==> src/rtl/conf_slave_sram_like_if.sv <==
// rtl/conf_slave_sram_like_if.sv - sram_like conf_data bus between the uncached-data initiator and its responder
interface conf_slave_sram_like_if;
  logic        conf_data_req;
  logic        conf_data_wr;
  logic [1:0]  conf_data_size;
  logic [31:0] conf_data_addr;
  logic [31:0] conf_data_wdata;
  logic [31:0] conf_data_rdata;
  logic        conf_data_addr_ok;
  logic        conf_data_data_ok;

  modport master (
    output conf_data_req, conf_data_wr, conf_data_size, conf_data_addr, conf_data_wdata,
    input  conf_data_rdata, conf_data_addr_ok, conf_data_data_ok
  );

  modport slave (
    input  conf_data_req, conf_data_wr, conf_data_size, conf_data_addr, conf_data_wdata,
    output conf_data_rdata, conf_data_addr_ok, conf_data_data_ok
  );
endinterface

==> src/rtl/conf_slave_sram_like.sv <==
// rtl/conf_slave_sram_like.sv - sram_like responder with fixed response latency and LED/switch/NUM/scratch/timer registers
// Define CONF_TIMER_EN to build the free-running TIMER register at 0xE000.
module conf_slave_sram_like #(
  parameter int          RESP_LAT  = 2,
  parameter logic [31:0] TIMER_RST = 32'h0
) (
  input  logic                   clk,
  input  logic                   rst,
  conf_slave_sram_like_if.slave  bus,
  input  logic [15:0]            switch,
  output logic [15:0]            led,
  output logic [31:0]            num_data
);

  typedef enum logic [1:0] {S_IDLE, S_WAIT, S_DONE} state_t;

  localparam logic [3:0]  CNT_LOAD  = 4'(RESP_LAT - 1);
  localparam logic [13:0] A_LED     = 14'h3C00;
  localparam logic [13:0] A_SWITCH  = 14'h3C01;
  localparam logic [13:0] A_NUM     = 14'h3C02;
  localparam logic [13:0] A_SCRATCH = 14'h3C03;
  localparam logic [13:0] A_TIMER   = 14'h3800;

  state_t      state, state_next;
  logic [3:0]  cnt, cnt_next;
  logic        accept, wr_en;
  logic [3:0]  be;
  logic [13:0] word_addr;
  logic [31:0] rd_val, rdata_q, scratch, led_new;
  logic        unused_bits;

  function automatic logic [31:0] merge(input logic [31:0] old, input logic [31:0] nw,
                                        input logic [3:0] en);
    logic [31:0] r;
    for (int i = 0; i < 4; i++) begin
      r[8*i +: 8] = en[i] ? nw[8*i +: 8] : old[8*i +: 8];
    end
    return r;
  endfunction

  // Decode on word address so sub-word accesses to any lane hit the same register.
  assign word_addr = bus.conf_data_addr[15:2];
  assign accept    = (state == S_IDLE) && bus.conf_data_req;
  assign wr_en     = accept && bus.conf_data_wr;
  assign led_new   = merge({16'h0, led}, bus.conf_data_wdata, be);

  always_comb begin
    be = 4'b0000;
    case (bus.conf_data_size)
      2'b00:   be[bus.conf_data_addr[1:0]] = 1'b1;
      2'b01:   be = bus.conf_data_addr[1] ? 4'b1100 : 4'b0011;
      default: be = 4'b1111;
    endcase
  end

`ifdef CONF_TIMER_EN
  logic [31:0] timer;

  always_ff @(posedge clk or posedge rst) begin
    if (rst) begin
      timer <= TIMER_RST;
    end else if (wr_en && word_addr == A_TIMER) begin
      timer <= merge(timer, bus.conf_data_wdata, be);
    end else begin
      timer <= timer + 32'd1;
    end
  end

  assign unused_bits = ^{bus.conf_data_addr[31:16], led_new[31:16]};
`else
  assign unused_bits = ^{bus.conf_data_addr[31:16], led_new[31:16], TIMER_RST};
`endif

  always_comb begin
    rd_val = 32'h0;
    case (word_addr)
      A_LED:     rd_val = {16'h0, led};
      A_SWITCH:  rd_val = {16'h0, switch};
      A_NUM:     rd_val = num_data;
      A_SCRATCH: rd_val = scratch;
`ifdef CONF_TIMER_EN
      A_TIMER:   rd_val = timer;
`endif
      default:   rd_val = 32'h0;
    endcase
  end

  always_ff @(posedge clk or posedge rst) begin
    if (rst) begin
      rdata_q  <= 32'h0;
      led      <= 16'h0;
      num_data <= 32'h0;
      scratch  <= 32'h0;
    end else if (accept) begin
      rdata_q <= rd_val;
      if (bus.conf_data_wr) begin
        case (word_addr)
          A_LED:     led      <= led_new[15:0];
          A_NUM:     num_data <= merge(num_data, bus.conf_data_wdata, be);
          A_SCRATCH: scratch  <= merge(scratch, bus.conf_data_wdata, be);
          default:   ;
        endcase
      end
    end
  end

  always_ff @(posedge clk or posedge rst) begin
    if (rst) begin
      state <= S_IDLE;
      cnt   <= 4'd0;
    end else begin
      state <= state_next;
      cnt   <= cnt_next;
    end
  end

  // WAIT lasts RESP_LAT-1 cycles so DONE follows edge E0+RESP_LAT-1.
  always_comb begin
    state_next = state;
    cnt_next   = cnt;
    case (state)
      S_IDLE: begin
        if (bus.conf_data_req) begin
          cnt_next   = CNT_LOAD;
          state_next = (RESP_LAT <= 1) ? S_DONE : S_WAIT;
        end
      end
      S_WAIT: begin
        cnt_next = cnt - 4'd1;
        if (cnt <= 4'd1) state_next = S_DONE;
      end
      S_DONE:  state_next = S_IDLE;
      default: state_next = S_IDLE;
    endcase
  end

  assign bus.conf_data_addr_ok = (state == S_IDLE);
  assign bus.conf_data_data_ok = (state == S_DONE);
  assign bus.conf_data_rdata   = rdata_q;

endmodule

==> src/flat_wrapper.sv <==
// flat-port wrapper written by rule: the top's interface ports become plain ports
module conf_slave_sram_like_flat 
#(
  parameter int          RESP_LAT  = 2,
  parameter logic [31:0] TIMER_RST = 32'h0
)
  (clk, rst, switch, led, num_data, bus_conf_data_req, bus_conf_data_wr, bus_conf_data_size, bus_conf_data_addr, bus_conf_data_wdata, bus_conf_data_rdata, bus_conf_data_addr_ok, bus_conf_data_data_ok);
  conf_slave_sram_like_if bus_i ();
  input  logic clk;
  input  logic rst;
  input  logic [15:0] switch;
  output logic [15:0] led;
  output logic [31:0] num_data;
  input wire logic [$bits(bus_i.conf_data_req)-1:0] bus_conf_data_req;
  input wire logic [$bits(bus_i.conf_data_wr)-1:0] bus_conf_data_wr;
  input wire logic [$bits(bus_i.conf_data_size)-1:0] bus_conf_data_size;
  input wire logic [$bits(bus_i.conf_data_addr)-1:0] bus_conf_data_addr;
  input wire logic [$bits(bus_i.conf_data_wdata)-1:0] bus_conf_data_wdata;
  output wire logic [$bits(bus_i.conf_data_rdata)-1:0] bus_conf_data_rdata;
  output wire logic [$bits(bus_i.conf_data_addr_ok)-1:0] bus_conf_data_addr_ok;
  output wire logic [$bits(bus_i.conf_data_data_ok)-1:0] bus_conf_data_data_ok;
  assign bus_i.conf_data_req = bus_conf_data_req;
  assign bus_i.conf_data_wr = bus_conf_data_wr;
  assign bus_i.conf_data_size = bus_conf_data_size;
  assign bus_i.conf_data_addr = bus_conf_data_addr;
  assign bus_i.conf_data_wdata = bus_conf_data_wdata;
  assign bus_conf_data_rdata = bus_i.conf_data_rdata;
  assign bus_conf_data_addr_ok = bus_i.conf_data_addr_ok;
  assign bus_conf_data_data_ok = bus_i.conf_data_data_ok;
  conf_slave_sram_like #(.RESP_LAT(RESP_LAT), .TIMER_RST(TIMER_RST)) u_core (.clk(clk), .rst(rst), .bus(bus_i), .switch(switch), .led(led), .num_data(num_data));
endmodule
==> config.mk <==
export PLATFORM = sky130hd
export DESIGN_NAME = conf_slave_sram_like_flat
export DESIGN_NICKNAME = d
export VERILOG_FILES = /design/src/rtl/conf_slave_sram_like_if.sv /design/src/rtl/conf_slave_sram_like.sv /design/src/flat_wrapper.sv
export SDC_FILE = /design/constraint.sdc
export NUM_CORES = 1
export LEC_CHECK = 0
export ABC_AREA = 1
export CAP_MARGIN = 20
export CELL_PAD_IN_SITES_DETAIL_PLACEMENT = 2
export CELL_PAD_IN_SITES_GLOBAL_PLACEMENT = 2
export CORE_MARGIN = 5
export CORE_UTILIZATION = 40
export DETAILED_ROUTE_END_ITERATION = 6
export DONT_BUFFER_PORTS = 1
export PLACE_DENSITY_LB_ADDON = 0.08
export SYNTH_ARGS = -nofsm -noshare
export SYNTH_HDL_FRONTEND = slang
export SYNTH_SLANG_ARGS = --single-unit
==> constraint.sdc <==
create_clock -name clk -period 7.3 [get_ports clk]
set_clock_uncertainty 0.2 [all_clocks]
set_input_delay 1.095 -clock clk [delete_from_list [all_inputs] [get_ports clk]]
set_output_delay 1.095 -clock clk [all_outputs]
set_load 0.05 [all_outputs]
==> flow_summary.toml, run 1 <==
[sta]
fin_crit_ns = 3.003
relSlewSlack = 0.3232
fmax_ghz = 0.3330
worstMarginPinSlew_ns = 1.013
hold_viol = 0
fin_tns_setup_ns = 0
rsz0062_at_grt = "no"
finalSetupViolations = 0
finalMaxSlewViolations = 0
period_share = 0.4114

[place]
portBuffers = 0
dp_hpwl_um = 11880
routabilityCongestion = 0.7560
placement.cell_area_mm2 = 0.005929

[cts]
clockRootBuffer = "clkbuf_16"
clock_path_buffers = 2
insertion_delay_ns = 0.43
post-cts-setup-buffers = 0
clk_pin_slew_ns = 0.05
cts_resized = 0
cts_tree = "yes"
cts.sinks = 118
numCtsBuffers = 17
hold_buffers = 0
cts_max_level = 4

[drt]
drc = 0
wl_per_cell_um = 20.46
viasPerCell = 5.422
dr.pass1.iters = 4
drt_iter0_markers = 110
vias = 4630
wirelength_um = 17470
ant_nets = 0

[cells_and_area]
multi_input_area_mm2 = 0.002541
mostFrequentLayoutCells = "nand2_1 (224), dfrtp_1 (118), nand3_1 (100)"
layout-drive-gt1-share = 0.2224
ff_latch_area_mm2 = 0.002953
fillers = 1596
design_area_mm2 = 0.006553
fin_nets = 746
syn_to_final_growth_pct = 11.02
antenna_cells = 0
layout_commonest_cell = "nand2_1"

[power]
power.density_mw_per_mm2 = 274.3
ir_worst_vdd_mv = 0.1559
total_power_w = 0.001797
p_leak_nw = 3.459

[critical_path]
crit_arrival_ns = 3.16
critical-path-max-stage-delay_ns = 0.77
cp.required_ns = 7.46
cp-end-kind = "register"
critPathKind = "in -> reg"
start_kind = "input pin"
crit_fanout = 56
worstPathCellList = "nor2_1 -> nand2_1 -> nor2_4 -> buf_4 -> nand3_1 -> nand2_1 -> o21ai_1 -> nand2_1"
cp_slowest_cell = "nor2_4"
path_common_cell = "nand2_1"

[floorplanning]
start_util = 0.4076
die_y_um = 131.5
fp.coreArea_mm2 = 0.01448
ios = 168
dieArea_mm2 = 0.01728
die_x_um = 131.5
rows = 44

[logic_synthesis]
syn_avg_cell_area_um2 = 8.796
synth_cell_types = 25
syn_nets = 759
yosysTopAreaCellShare = 0.5003
ys_ff_latch = 118
syn_area_mm2 = 0.005902
synthCells = 671
yosysWarnings = 0
yosys.area.top_type = "dfrtp_1"
synth_area_leaders = "dfrtp_1 (50%), nand2_1 (14%), o21ai_2 (12%), nand3_1 (8.5%), inv_1 (2.7%)"
yosysSeqAreaShare = 0.5003

[grt]
grt_max_degree = 72
grt_pass1_wl_um = 28730
grt_pass1_vias = 5168
grt_usage = 0.2079
antenna_found_initial = 0
grt-ovfl-total = 0

[outcome]
status = "finished, final reports clean"

[run]
maxCapViolations = 0

[worst_hold_path]
worst_hold_path_type = "reg -> reg"
==> synthesized netlist by cell type <==
cell type	number
o21ai_1	16
nand2_4	8
xnor2_1	1
a21oi_4	2
nor2_8	3
ha_1	2
buf_1	3
a21oi_2	2
nand3_1	100
o22ai_1	2
clkbuf_1	9
buf_2	11
o21ai_0	3
buf_4	1
dfrtp_1	118
nand2_2	7
nor2_4	4
inv_1	43
inv_2	7
buf_6	10
nand4_1	1
o21ai_2	80
nor2_2	4
nor2_1	10
nand2_1	224
==> through the flow <==
stage	instances	hold WS [ns]	worst slack, ns	utilization
after CTS	854	0.2864	4.274	0.4526
after global routing	854	0.3030	4.033	0.4526
after floorplan	671	0.2556	2.876	-
after detailed placement	823	0.2740	3.846	0.4095
after global placement	823	0.2645	3.918	0.4095
final	854	0.2824	4.297	0.4526
==> final timing paths <==
path,from,depth (start not counted),end,slack [ns]
max,bus_conf_data_addr[11],8,u_core.bus.conf_data_rdata[9],4.30
min reg2reg,u_core.scratch[20],2,u_core.scratch[20],0.28
max in group asynchronous,rst,2,u_core.num_data[16],5.10
min,u_core.scratch[20],2,u_core.scratch[20],0.28
min in group asynchronous,rst,1,u_core.bus.conf_data_rdata[17],0.41
max reg2reg,u_core.state[0],8,u_core.led[11],4.93
==> per-layer routing <==
layer | part of all wire | track usage | up-vias
li1 | - | - | 2141
met1 | 0.39 | 0.2314 | 2355
met2 | 0.52 | 0.3634 | 114
met3 | 0.075 | 0.09060 | 20
met4 | 0.012 | 0.05600 | 0
met5 | 0 | 0 | -
==> worst max-delay path: cells and delay by family <==
| family | cells | cell delay [ns] |
|---|---|---|
| compound gates | 1 | 0.08 |
| buf+inv | 1 | 0.64 |
| simple gates | 6 | 1.32 |
==> registers in the layout, indices dropped and copies added, names as in the netlist <==
register                    flops
u_core.bus.conf_data_rdata     32
u_core.cnt                      4
u_core.scratch                 32
u_core.num_data                32
u_core.state                    2
u_core.led                     16
==> kinds of logic (layout without fill, tap and decap cells) <==
kind of cell / count (synthesis) / after routing / share of synthesized area
AND/OR/NAND/NOR: 361 / 361 / 0.2794
flip-flops: 118 / 118 / 0.5003
AO/OA/AOI/OAI: 105 / 105 / 0.1454
buffers and inverters: 84 / 83 / 0.06911
adder cells (fa/ha/maj): 2 / 2 / 0.004239
XOR/XNOR: 1 / 1 / 0.001484
==> layout make-up <==
class,count,share of cell area
inverters,50,0.02902
flip-flops and latches,118,0.4506
clock buffers,22,0.07237
multi-input cells,469,0.3878
repair buffers,2,0.002291
clock inverters,9,0.02272
well taps,184,0.03513
==> report_power, final <==
part / switching, W / total [W] / internal (W)
combinational: 0.000179 / 0.000223 / 0.0000435
sequential: 0.0000117 / 0.000683 / 0.000671
clock: 0.000298 / 0.000891 / 0.000593
total: 0.000489 / 0.00180 / 0.00131
Note: power is estimated with default switching activity, not from simulation.
==> run 2, diff against run 1 <==
--- a/config.mk
+++ b/config.mk
@@ -10,7 +10,7 @@
 export CELL_PAD_IN_SITES_DETAIL_PLACEMENT = 2
 export CELL_PAD_IN_SITES_GLOBAL_PLACEMENT = 2
 export CORE_MARGIN = 5
-export CORE_UTILIZATION = 40
+export CORE_UTILIZATION = 37
 export DETAILED_ROUTE_END_ITERATION = 6
 export DONT_BUFFER_PORTS = 1
 export PLACE_DENSITY_LB_ADDON = 0.08
==> constraint.sdc (replaced) <==
create_clock -name clk -period 3 [get_ports clk]
set_clock_uncertainty 0.2 [all_clocks]
set_input_delay 0.45 -clock clk [delete_from_list [all_inputs] [get_ports clk]]
set_output_delay 0.45 -clock clk [all_outputs]
set_load 0.05 [all_outputs]
==> run 2 against run 1 <==
Net effect: global-route usage is 0.20 points lower; first-iteration DRC count is 33% higher; core utilization is 2.0 points lower; worst setup slack worse by 3.5 ns; highest routed layer unchanged; clock power grew to 2.7 times the previous value; final area is 4.0% higher; critical endpoint is now u_core.cnt[3]; cell count is 5.5% higher.
==> flow_summary.toml, run 2 (synthesis results as in run 1) <==
[outcome]
status = "finished, final reports clean"

[place]
routabilityCongestion = 0.7734
dp_hpwl_um = 11970
placement.cell_area_mm2 = 0.006041
portBuffers = 0

[drt]
viasPerCell = 5.183
wl_per_cell_um = 19.88
drt_iter0_markers = 146
wirelength_um = 17910
dr.pass1.iters = 4
ant_nets = 0
vias = 4670
drc = 0

[critical_path]
cp-end-kind = "register"
crit_buf_inv = 3
critPathKind = "reg -> reg"
crit_arrival_ns = 2.27
cpLargestDelayFamily = "buffers and inverters"
crit_fanout = 34
path_common_cell = "inv_2"
cp_slowest_cell = "inv_2"
critical-path-max-stage-delay_ns = 0.39
cp.required_ns = 3.10
start_kind = "register"
worstPathCellList = "inv_2 -> nand2_2 -> nor2_8 -> buf_4 -> inv_2 -> nand3_1 -> o21ai_0"

[cells_and_area]
design_area_mm2 = 0.006814
syn_to_final_growth_pct = 15.45
layout_commonest_cell = "nand2_1"
antenna_cells = 0
utilization = 0.4321
mostFrequentLayoutCells = "nand2_1 (224), dfrtp_1 (118), nand3_1 (100)"
fin_nets = 760
layout-drive-gt1-share = 0.2307

[floorplanning]
fp.coreArea_mm2 = 0.01577
die_y_um = 136.3
dieArea_mm2 = 0.01858
rows = 46
ios = 168
die_x_um = 136.3
start_util = 0.3742

[grt]
grt_pass1_vias = 5377
grt_pass1_wl_um = 29000
grt_usage = 0.2058
grt_max_degree = 119
antenna_found_initial = 0
grt-ovfl-total = 0

[sta]
finalSetupViolations = 0
relSlewSlack = 0.5029
fin_crit_ns = 2.171
period_share = 0.7237
finalMaxSlewViolations = 0
fmax_ghz = 0.4606
rsz0062_at_grt = "no"
worstMarginPinSlew_ns = 0.7445
hold_viol = 0
fin_tns_setup_ns = 0

[cts]
clk_pin_slew_ns = 0.06
cts_tree = "yes"
numCtsBuffers = 17
cts_max_level = 4
cts.sinks = 118
clock_path_buffers = 2
clockRootBuffer = "clkbuf_16"
insertion_delay_ns = 0.42

[power]
p_leak_nw = 3.554
power.density_mw_per_mm2 = 682.0
ir_worst_vdd_mv = 0.3813
total_power_w = 0.004647

[run]
maxCapViolations = 0

[worst_hold_path]
worst_hold_path_type = "in -> reg"
run 2: cell types whose count changed in the layout (fill, tap and decap cells not counted), sizes merged:
cell and delta:
clkbuf -4, bufinv +3, buf +6, inv -1, dlygate4sd3 +8, clkinvlp +3
run 2: what timing repair did:
item / 4_1_cts / 5_1_grt
hold buffers: 8 / 0
endpoints found under the hold margin: 130 / 0
resized for setup: 0 / 0
buffers inserted: 0 / 0
run 2: cell type report:
cell class	count	area (um2)
inverter	50	191.4
timing repair buffer	16	165.2
multi-input combinational	469	2541
tap	216	270.3
clock buffer	18	439.2
sequential	118	2953
clock inverter	14	254.0
fill	1760	8956
run 2: metrics by stage:
step	worst slack, ns	cells	hold WS [ns]
after floorplan	0.9086	671	0.2556
after global placement	0.8184	861	0.2637
after detailed placement	0.7756	861	0.2724
after CTS	0.7657	901	0.001095
after global routing	0.6694	901	0.009740
final	0.8290	901	0.01795
run 2: worst paths after layout:
path	to	depth (start not counted)	start	slack (ns)
max in group asynchronous	u_core.scratch[1]	3	rst	1.57
setup / recovery	u_core.cnt[3]	7	u_core.state[1]	0.83
hold reg to reg	u_core.scratch[17]	2	u_core.scratch[17]	0.28
setup reg to reg	u_core.cnt[3]	7	u_core.state[1]	0.83
min in group asynchronous	u_core.num_data[21]	3	rst	0.49
hold / removal	u_core.scratch[29]	2	bus_conf_data_wdata[29]	0.02
run 2: worst reg2reg max path: cells and delay by family (launching register included):
kind                   cells  cell delay, ns
DFF                        1            0.38
buffers and inverters      3            0.86
and+or+nand+nor            3            0.52
AOI/OAI and AO/OA          1            0.09
run 2: per-layer routing:
metal / vias to the layer above / track usage / share of wire
li1: 2182 / - / -
met1: 2366 / 0.2253 / 0.39
met2: 105 / 0.3723 / 0.53
met3: 17 / 0.07069 / 0.067
met4: 0 / 0.06663 / 0.014
met5: - / 0 / 0
run 2: report_power, final:
part           total, W  switching (W)  internal (W)
registers       0.00166      0.0000274       0.00163
clock network   0.00240       0.000748       0.00166
logic          0.000583       0.000455      0.000127
total           0.00465        0.00123       0.00342
